`src/rtl/icache_direct_if.sv`:
```
// Fetch/refill bus of the direct-mapped instruction cache.
//   slave  : the cache side (takes fetch requests and refill data,
//            drives responses and refill requests)
//   master : the environment side (ifetch + memory controller)
// Signals:
//   if2cache_req/PC/flush  fetch request, address, redirect
//   cache2if_valid/inst/PC returned instruction (one-cycle pulse)
//   cache_busy             a miss is in progress
//   cache2mem_upd_en/PC    refill request and address
//   mem2cache_upd/inst     refill-complete pulse and data
interface icache_direct_if #(
  parameter int ADDR_WIDTH = 32,
  parameter int INST_WIDTH = 32
);
  logic                  if2cache_req;
  logic [ADDR_WIDTH-1:0] if2cache_PC;
  logic                  if2cache_flush;
  logic                  cache2if_valid;
  logic [INST_WIDTH-1:0] cache2if_inst;
  logic [ADDR_WIDTH-1:0] cache2if_PC;
  logic                  cache_busy;
  logic                  cache2mem_upd_en;
  logic [ADDR_WIDTH-1:0] cache2mem_PC;
  logic                  mem2cache_upd;
  logic [INST_WIDTH-1:0] mem2cache_inst;

  modport slave (
    input  if2cache_req, if2cache_PC, if2cache_flush, mem2cache_upd, mem2cache_inst,
    output cache2if_valid, cache2if_inst, cache2if_PC, cache_busy,
           cache2mem_upd_en, cache2mem_PC
  );

  modport master (
    output if2cache_req, if2cache_PC, if2cache_flush, mem2cache_upd, mem2cache_inst,
    input  cache2if_valid, cache2if_inst, cache2if_PC, cache_busy,
           cache2mem_upd_en, cache2mem_PC
  );
endinterface

```
`src/rtl/icache_direct.sv`:
```
// Direct-mapped instruction cache, one instruction word per line, indexed
// by the halfword-aligned PC so compressed instructions get their own lines.
// Hits return one cycle after the request; misses issue a single-word refill
// and forward the refilled word unless a redirect arrived meanwhile.
// Ports:
//   clk     clock, all state on posedge
//   rst_in  synchronous active-low reset
//   rdy_in  global ready; 0 freezes all state and outputs
//   bus     icache_direct_if.slave (fetch and refill signals)
module icache_direct #(
  parameter int ADDR_WIDTH  = 32,
  parameter int INST_WIDTH  = 32,
  parameter int INDEX_WIDTH = 5
) (
  input  logic               clk,
  input  logic               rst_in,
  input  logic               rdy_in,
  icache_direct_if.slave     bus
);
  localparam int NUM   = 1 << INDEX_WIDTH;
  localparam int TAG_W = ADDR_WIDTH - INDEX_WIDTH - 1;

  typedef enum logic {S_IDLE, S_WAIT} state_t;

  state_t                r_state, w_nxt;
  logic [NUM-1:0]        r_valid;
  logic [TAG_W-1:0]      r_tag  [NUM];
  logic [INST_WIDTH-1:0] r_data [NUM];
  logic                  r_out_valid;
  logic [INST_WIDTH-1:0] r_out_inst;
  logic [ADDR_WIDTH-1:0] r_out_pc;
  logic [ADDR_WIDTH-1:0] r_mem_pc;
  logic                  r_drop;      // redirect seen while waiting: drop the fill pulse

  logic [INDEX_WIDTH-1:0] w_idx, w_fill_idx;
  logic [TAG_W-1:0]       w_tag, w_fill_tag;
  logic w_accept, w_hit, w_hit_ok, w_miss, w_fill, w_busy, w_upd_en;
  logic w_unused;

  // PC bit 0 is always zero and never takes part in lookup.
  assign w_unused = bus.if2cache_PC[0];

  always_comb begin
    w_idx      = bus.if2cache_PC[INDEX_WIDTH:1];
    w_tag      = bus.if2cache_PC[ADDR_WIDTH-1:INDEX_WIDTH+1];
    w_fill_idx = r_mem_pc[INDEX_WIDTH:1];
    w_fill_tag = r_mem_pc[ADDR_WIDTH-1:INDEX_WIDTH+1];
    w_accept   = bus.if2cache_req && !bus.if2cache_flush;
    w_hit      = r_valid[w_idx] && (r_tag[w_idx] == w_tag);
    w_nxt      = r_state;
    w_hit_ok   = 1'b0;
    w_miss     = 1'b0;
    w_fill     = 1'b0;
    w_busy     = 1'b0;
    w_upd_en   = 1'b0;
    case (r_state)
      S_IDLE: begin
        if (w_accept) begin
          if (w_hit) w_hit_ok = 1'b1;
          else begin
            w_miss = 1'b1;
            w_nxt  = S_WAIT;
          end
        end
      end
      S_WAIT: begin
        w_busy   = 1'b1;
        // Dropped combinationally on the completion cycle so the controller
        // never sees a second refill request on that edge.
        w_upd_en = !bus.mem2cache_upd;
        if (bus.mem2cache_upd) begin
          w_fill = 1'b1;
          w_nxt  = S_IDLE;
        end
      end
      default: w_nxt = S_IDLE;
    endcase
  end

  always_ff @(posedge clk) begin
    if (!rst_in)     r_state <= S_IDLE;
    else if (rdy_in) r_state <= w_nxt;
  end

  always_ff @(posedge clk) begin
    if (!rst_in) begin
      r_valid     <= '0;
      r_out_valid <= 1'b0;
      r_out_inst  <= '0;
      r_out_pc    <= '0;
      r_mem_pc    <= '0;
      r_drop      <= 1'b0;
    end else if (rdy_in) begin
      r_out_valid <= 1'b0;
      if (w_hit_ok) begin
        r_out_valid <= 1'b1;
        r_out_inst  <= r_data[w_idx];
        r_out_pc    <= bus.if2cache_PC;
      end
      if (w_miss) begin
        r_mem_pc <= bus.if2cache_PC;
        r_drop   <= 1'b0;
      end
      if (r_state == S_WAIT && bus.if2cache_flush) r_drop <= 1'b1;
      if (w_fill) begin
        // The line is installed even when the response itself is dropped.
        r_valid[w_fill_idx] <= 1'b1;
        if (!r_drop && !bus.if2cache_flush) begin
          r_out_valid <= 1'b1;
          r_out_inst  <= bus.mem2cache_inst;
          r_out_pc    <= r_mem_pc;
        end
      end
    end
  end

  // Tag/data storage needs no reset: the valid bits guard it.
  always_ff @(posedge clk) begin
    if (rst_in && rdy_in && w_fill) begin
      r_tag[w_fill_idx]  <= w_fill_tag;
      r_data[w_fill_idx] <= bus.mem2cache_inst;
    end
  end

  assign bus.cache2if_valid   = r_out_valid;
  assign bus.cache2if_inst    = r_out_inst;
  assign bus.cache2if_PC      = r_out_pc;
  assign bus.cache_busy       = w_busy;
  assign bus.cache2mem_upd_en = w_upd_en;
  assign bus.cache2mem_PC     = r_mem_pc;
endmodule

```
`src/flat_wrapper.sv`:
```
// flat-port wrapper written by rule: the top's interface ports become plain ports
module icache_direct_flat 
#(
  parameter int ADDR_WIDTH  = 32,
  parameter int INST_WIDTH  = 32,
  parameter int INDEX_WIDTH = 5
)
  (clk, rst_in, rdy_in, bus_if2cache_req, bus_if2cache_PC, bus_if2cache_flush, bus_mem2cache_upd, bus_mem2cache_inst, bus_cache2if_valid, bus_cache2if_inst, bus_cache2if_PC, bus_cache_busy, bus_cache2mem_upd_en, bus_cache2mem_PC);
  icache_direct_if #(.ADDR_WIDTH(ADDR_WIDTH), .INST_WIDTH(INST_WIDTH)) bus_i ();
  input  logic clk;
  input  logic rst_in;
  input  logic rdy_in;
  input wire logic [$bits(bus_i.if2cache_req)-1:0] bus_if2cache_req;
  input wire logic [$bits(bus_i.if2cache_PC)-1:0] bus_if2cache_PC;
  input wire logic [$bits(bus_i.if2cache_flush)-1:0] bus_if2cache_flush;
  input wire logic [$bits(bus_i.mem2cache_upd)-1:0] bus_mem2cache_upd;
  input wire logic [$bits(bus_i.mem2cache_inst)-1:0] bus_mem2cache_inst;
  output wire logic [$bits(bus_i.cache2if_valid)-1:0] bus_cache2if_valid;
  output wire logic [$bits(bus_i.cache2if_inst)-1:0] bus_cache2if_inst;
  output wire logic [$bits(bus_i.cache2if_PC)-1:0] bus_cache2if_PC;
  output wire logic [$bits(bus_i.cache_busy)-1:0] bus_cache_busy;
  output wire logic [$bits(bus_i.cache2mem_upd_en)-1:0] bus_cache2mem_upd_en;
  output wire logic [$bits(bus_i.cache2mem_PC)-1:0] bus_cache2mem_PC;
  assign bus_i.if2cache_req = bus_if2cache_req;
  assign bus_i.if2cache_PC = bus_if2cache_PC;
  assign bus_i.if2cache_flush = bus_if2cache_flush;
  assign bus_i.mem2cache_upd = bus_mem2cache_upd;
  assign bus_i.mem2cache_inst = bus_mem2cache_inst;
  assign bus_cache2if_valid = bus_i.cache2if_valid;
  assign bus_cache2if_inst = bus_i.cache2if_inst;
  assign bus_cache2if_PC = bus_i.cache2if_PC;
  assign bus_cache_busy = bus_i.cache_busy;
  assign bus_cache2mem_upd_en = bus_i.cache2mem_upd_en;
  assign bus_cache2mem_PC = bus_i.cache2mem_PC;
  icache_direct #(.ADDR_WIDTH(ADDR_WIDTH), .INST_WIDTH(INST_WIDTH), .INDEX_WIDTH(INDEX_WIDTH)) u_core (.clk(clk), .rst_in(rst_in), .rdy_in(rdy_in), .bus(bus_i));
endmodule
```
`config.mk`:
```
export PLATFORM = sky130hd
export DESIGN_NAME = icache_direct_flat
export DESIGN_NICKNAME = d
export VERILOG_FILES = /design/src/rtl/icache_direct_if.sv /design/src/rtl/icache_direct.sv /design/src/flat_wrapper.sv
export SDC_FILE = /design/constraint.sdc
export NUM_CORES = 2
export LEC_CHECK = 0
export ABC_AREA = 1
export ABC_CLOCK_PERIOD_IN_PS = 5600
export BUFFER_PORTS_ARGS = -buffer_cell sky130_fd_sc_hd__buf_2
export CAP_MARGIN = 20
export CORE_MARGIN = 5
export CORE_UTILIZATION = 55
export DETAILED_ROUTE_END_ITERATION = 12
export PLACE_DENSITY = 0.68
export SYNTH_ARGS = -nofsm -noshare
export SYNTH_HDL_FRONTEND = slang
export SYNTH_SLANG_ARGS = --single-unit
```
`constraint.sdc`:
```
create_clock -name clk -period 5.6 [get_ports clk]
set_input_delay 0.84 -clock clk [delete_from_list [all_inputs] [get_ports clk]]
set_output_delay 0.84 -clock clk [all_outputs]
set_load 0.03 [all_outputs]
```
== Yosys cells after proc, flatten, opt, wreduce, memory -nomap -nowiden ==
Memory sizes are Yosys's and may differ from the RTL's.
Index checks and enable logic that the tools add are counted.
Operators by class
  $add $sub $neg: 0
  reductions and logical operators: 14
  eq/ne operators: 1
  multipliers: 0
  div/mod/pow operators: 0
  bitwise logic cells: 2
  shift-type cells: 0
  mux-type cells: 29
  order comparisons: 3
Operator list (count)
  32-bit two-way mux: 6
  32-bit bitwise OR: 1
  26-bit equality test: 1
  1-bit two-way mux: 20
  5-bit by 6-bit < comparator with 1-bit output, second input constant: 2
  1-bit logical AND: 7
  2-bit AND reduction: 3
  1-bit binary-select mux with 5-bit select: 1
  1-bit demux with 5-bit select: 1
  5-bit by 1-bit >= comparator with 1-bit output, second input constant: 1
  1-bit logical NOT: 3
  1-bit case mux with 2 select lines: 1
  2-bit nonzero test: 1
  1-bit NOT: 1
Word-level totals
  ROM bits: 0
  memories: 2
  output and inout port bits: 99
  latch bits: 0
  flip-flop bits (word level): 131
  bits in writable memories: 1856
Memories
  u_core.r_data: words 32, bits a word 32, rd ports 1, clocked after Yosys merged registers in 0, write ports 1, RTL line icache_direct.sv:28  | logic [INST_WIDTH-1:0] r_data [NUM];
  u_core.r_tag: words 32, bits a word 26, rd ports 1, clocked after Yosys merged registers in 0, write ports 1, RTL line icache_direct.sv:27  | logic [TAG_W-1:0] r_tag [NUM];

== Logic depth before layout (Yosys ltp) ==
  depth after elaboration: 9
  mapped depth: 25
  gate-level depth less buffers: 20

== Worst setup path after synthesis ==
OpenSTA, ideal clock, no wires.
  path type: input port to flip-flop
  from: in rst_in
  to: mem u_core.r_data[10][0], enable pin
  arrival: 4.218 ns
  slack: 0.908 ns
  setup time: 0.474 ns
  required time: 5.126 ns
  buffers on the path: 2
  stages: 6
  cells stage by stage: clkbuf_1 > nand3_1 > nor2_1 > nand3_1 > clkbuf_1 > nor2_1
On the way
  longest elaborated chain between the ends: 4
Ends and longest elaborated chain
  from (decl): RTL line flat_wrapper.sv:11  | input logic rst_in;
  1-bit logical AND (2 in a row): RTL line icache_direct.sv:119  | if (rst_in && rdy_in && w_fill) begin
  1-bit two-way mux: RTL line icache_direct.sv:119
  1-bit two-way mux (implied by the code): RTL line icache_direct.sv:121  | r_data[w_fill_idx] <= bus.mem2cache_inst;
  to (decl): RTL line icache_direct.sv:28
Every way passes these cells.

== Worst setup path in the final report ==
  from: in bus_if2cache_PC[1]
  to: reg u_core.r_out_inst[24], in the netlist u_core.bus.cache2if_inst[24]
On the way
  longest elaborated chain between the ends: 9
Ends and longest elaborated chain
  from (decl): RTL line flat_wrapper.sv:14  | input wire logic [$bits(bus_i.if2cache_PC)-1:0] bus_if2cache_PC;
  memory 32 x 26 bit / 1-bit binary-select mux with 5-bit select (equally long branches)
  26-bit equality test / 1-bit two-way mux (equally long branches): RTL line icache_direct.sv:49  | w_hit = r_valid[w_idx] && (r_tag[w_idx] == w_tag);
  1-bit logical AND: RTL line icache_direct.sv:49
  1-bit two-way mux: RTL line icache_direct.sv:59  | if (w_hit) w_hit_ok = 1'b1;
  1-bit two-way mux: RTL line icache_direct.sv:58  | if (w_accept) begin
  1-bit two-way mux: RTL line icache_direct.sv:56  | case (r_state)
  32-bit two-way mux (*): RTL line icache_direct.sv:95  | if (w_hit_ok) begin
  32-bit two-way mux: RTL line icache_direct.sv:108  | if (!r_drop && !bus.if2cache_flush) begin
  32-bit two-way mux (*): RTL line icache_direct.sv:105  | if (w_fill) begin
  to (signal assigned): RTL line icache_direct.sv:97  | r_out_inst <= r_data[w_idx];
  to (signal assigned): RTL line icache_direct.sv:110  | r_out_inst <= bus.mem2cache_inst;
  to (decl): RTL line icache_direct.sv:30  | logic [INST_WIDTH-1:0] r_out_inst;
Every way passes the cells marked *; elsewhere a longest branch is shown, timed or not. The select of a mux whose other input is x is not followed.
A chain may end at the register's enable or synchronous reset.

==> flow_metrics.env <==
export IMPL_syn_num_nets=6666
export IMPL_relSlewSlack_pct=20.4
export IMPL_finClkSkew_ns=0.0294
export IMPL_die_y_um=391
export IMPL_cpMostUsedCell="nand2_1"
export IMPL_postCtsSetupBuffers=0
export IMPL_grt_antenna_before_repair=18
export IMPL_setup_viol=0
export IMPL_slowest_delay_ns=0.51
export IMPL_cts_sinks=1987
export IMPL_register_area_um2=58400
export IMPL_die_w_um=391
export IMPL_path_max_fanout=212
export IMPL_clk_latency_ns=0.82
export IMPL_area_growth_pct=11.4
export IMPL_die_area_um2=153000
export IMPL_clk_pin_slew_ns=0.06
export IMPL_crit_chain="buf_8 > inv_16 > buf_12 > nand2_1 > nand3_1 > nand3_1 > nand2_1 > nand2_1 > nand3_1 > nand2_1 > nand2_1 > nand2_1 > nor2_1 > nand2_1 > nor2_1 > nand2_1 > nor2_4 > buf_12 > nand3_1 > nand3_1 > nand2_1 > a21oi_1"
export IMPL_syn_area_per_cell_um2=12.1
export IMPL_yosys_warnings=0
export IMPL_rows=139
export IMPL_routed_wl_um=236000
export IMPL_muxShareOfSynthArea_pct=0
export IMPL_drive_gt1_share_pct=9.53
export IMPL_gp_congestion=0.854
export IMPL_dp_hpwl_um=117000
export IMPL_synth_top_family_by_area="simple AND/OR/NAND/NOR gates"
export IMPL_irDropWorstVdd_uv=377
export IMPL_overflow=0
export IMPL_fin_crit_ns=3.94
export IMPL_post_synth_and_or_nand_nor_area_fraction_pct=15.2
export IMPL_cts_tree="built"
export IMPL_setup_tns_final_ns=0
export IMPL_dr_first_iter_drc_count=7424
export IMPL_drc=0
export IMPL_drv_slew=0
export IMPL_cp_arrival_ns=4.66
export IMPL_start_kind="primary input"
export IMPL_core_um2=144000
export IMPL_numCtsBuffers=191
export IMPL_root_buffer="clkbuf_16"
export IMPL_cp_required_ns=6.32
export IMPL_vias=55200
export IMPL_grt_pass1_vias=51900
export IMPL_cellPowerDensity_nw_per_um2=345
export IMPL_max_freq_ghz=0.254
export IMPL_start_util_pct=55.5
export IMPL_synth_adder_area_share_pct=0
export IMPL_ys_seq_area_share_pct=73.0
export IMPL_grt_max_degree=215
export IMPL_first_pass_iters=6
export IMPL_post_route_period_util_pct=70.4
export IMPL_hold_viol=0
export IMPL_multi_input_area_um2=19000
export IMPL_postPlaceCellArea_um2=82800
export IMPL_syn_area_um2=79900
export IMPL_maxCapViolations=0
export IMPL_wl_per_cell_um=27.1
export IMPL_hold_path_class="in -> reg"
export IMPL_viasPerCell=6.35
export IMPL_design_area_um2=89000
export IMPL_clk_path_buf_depth=3
export IMPL_status="finished clean"
export IMPL_r2r_end="u_core.r_data[0][1]"
export IMPL_slowest_stage="inv_16"
export IMPL_tightestPinTransition_ns=1.19
export IMPL_synth_compound_area_share_pct=8.26
export IMPL_fillers=10900
export IMPL_ant_nets=0
export IMPL_ys_ff_latch=1987
export IMPL_grt_usage_pct=30.3
export IMPL_ctsHoldBuffers=0
export IMPL_min_from="bus_if2cache_flush"
export IMPL_cts_resized=0
export IMPL_hold_depth=3
export IMPL_cp_end_kind="flip-flop"
export IMPL_rrSetupSlack_ns=2.22
export IMPL_min_to="u_core.r_drop"
export IMPL_p_leak_uw=0.0310
export IMPL_r2r_cells=6
export IMPL_rsz0062_at_grt="no"
export IMPL_synth_distinct_cells=28
export IMPL_portBuffers=168
export IMPL_ios=169
export IMPL_nets=6696
export IMPL_final_core_util_pct=61.8
export IMPL_grt_pass1_wl_um=343000
export IMPL_r2r_start="u_core.r_state"
export IMPL_path_class="in -> reg"
export IMPL_synth_xor_area_share_pct=0.0110
export IMPL_syn_inst=6596
export IMPL_htree_levels=4
-- metal layers --
layer  track usage, %  wire length, um  vias to the layer above
met4             13.0            11000                       16
li1                 -                -                    24100
met2             48.5           111000                     3322
met1             40.8            89200                    27300
met3             6.03            25100                      585
met5                0              103                        -
-- stage by stage --
stage	setup WS (ns)	hold WS, ns	cells	total power, uW
final	1.66	0.326	8700	30700
after global placement	1.05	0.429	8335	18200
after global routing	1.42	0.326	8694	31600
after CTS	1.86	0.279	8692	30800
after floorplan	0.908	0.420	6596	17600
after detailed placement	1.03	0.437	8335	18200
-- worst max-delay path: cells and delay by family --
kind / cells / cell delay, ns
buf+inv: 4 / 1.33
compound gates: 1 / 0.11
simple gates: 17 / 2.01
-- cells in the mapped netlist (all sizes together) --
library cell | n | area share [%]
nand2 | 1375 | 6.5
o211ai | 28 | 0.26
a21oi | 101 | 0.63
and3 | 2 | 0.016
nor4 | 1 | 0.0078
dfxtp | 131 | 3.3
o22ai | 44 | 0.34
nand3 | 919 | 5.8
o21ai | 643 | 4.0
nand3b | 11 | 0.10
nor3 | 1 | 0.020
buf | 241 | 1.8
inv | 123 | 0.58
xnor2 | 1 | 0.011
edfxtp | 1856 | 70
o221ai | 228 | 2.5
nor2 | 589 | 2.8
a31oi | 63 | 0.49
clkbuf | 239 | 1.1
-- power breakdown --
group / leakage, uW / internal (uW) / switching (uW)
combinational: 0.00935 / 418 / 1290
sequential: 0.0186 / 16200 / 23.8
clock: 0.00305 / 7320 / 5460
total: 0.0310 / 24000 / 6770
-- registers in the layout, summed over array words and instances, names as in the netlist --
name / count
u_core.r_data: 1024
u_core.r_tag: 832
u_core.bus.cache2if_PC: 32
u_core.bus.cache2if_inst: 32
u_core.bus.cache2mem_PC: 32
u_core.r_valid: 32
u_core.bus.cache2if_valid: 1
u_core.r_drop: 1
u_core.r_state: 1
-- how the worst max path moves through the flow --
stage | startpoint | end | slack [ns] | cells past startpoint
floorplan | rst_in | u_core.r_data[10][0] | 0.91 | 6
global placement | bus_if2cache_PC[1] | u_core.bus.cache2if_inst[24] | 1.05 | 22
detailed placement | bus_if2cache_PC[1] | u_core.bus.cache2if_inst[24] | 1.03 | 22
CTS | bus_if2cache_PC[1] | u_core.bus.cache2if_inst[24] | 1.86 | 22
global route | bus_if2cache_PC[1] | u_core.bus.cache2if_inst[24] | 1.42 | 22
finish | bus_if2cache_PC[1] | u_core.bus.cache2if_inst[24] | 1.66 | 22
-- cell usage in the layout (no fill, tap or decap), types with 114 or more instances in the layout --
cell	synthesis	routed
edfxtp_1	1856	1856
dfxtp_1	131	131
nor2_1	586	554
clkbuf_16	0	198
inv_1	120	114
nand3_1	918	917
nand2_1	1375	1375
buf_2	146	162
o221ai_1	228	228
o21ai_0	636	636
-- logic make-up (layout without fill, tap and decap cells) --
kind of cell / after synthesis / in the layout
buffers and inverters: 603 / 797
other: 0 / 7
and+or+nand+nor: 2898 / 2898
xor gates and xnor gates: 1 / 1
DFF: 1987 / 1987
AOI/OAI and AO/OA: 1107 / 1107
-- cell type report --
| class | count | share of cell area, % |
|---|---|---|
| multi-input combinational | 4006 | 21.3 |
| clock buffer | 250 | 5.94 |
| clock inverter | 107 | 1.03 |
| timing repair buffer | 317 | 2.87 |
| inverter | 123 | 0.578 |
| antenna | 7 | 0.0197 |
| tap | 1903 | 2.68 |
| sequential | 1987 | 65.6 |
Power figures use the tool's default switching activity.
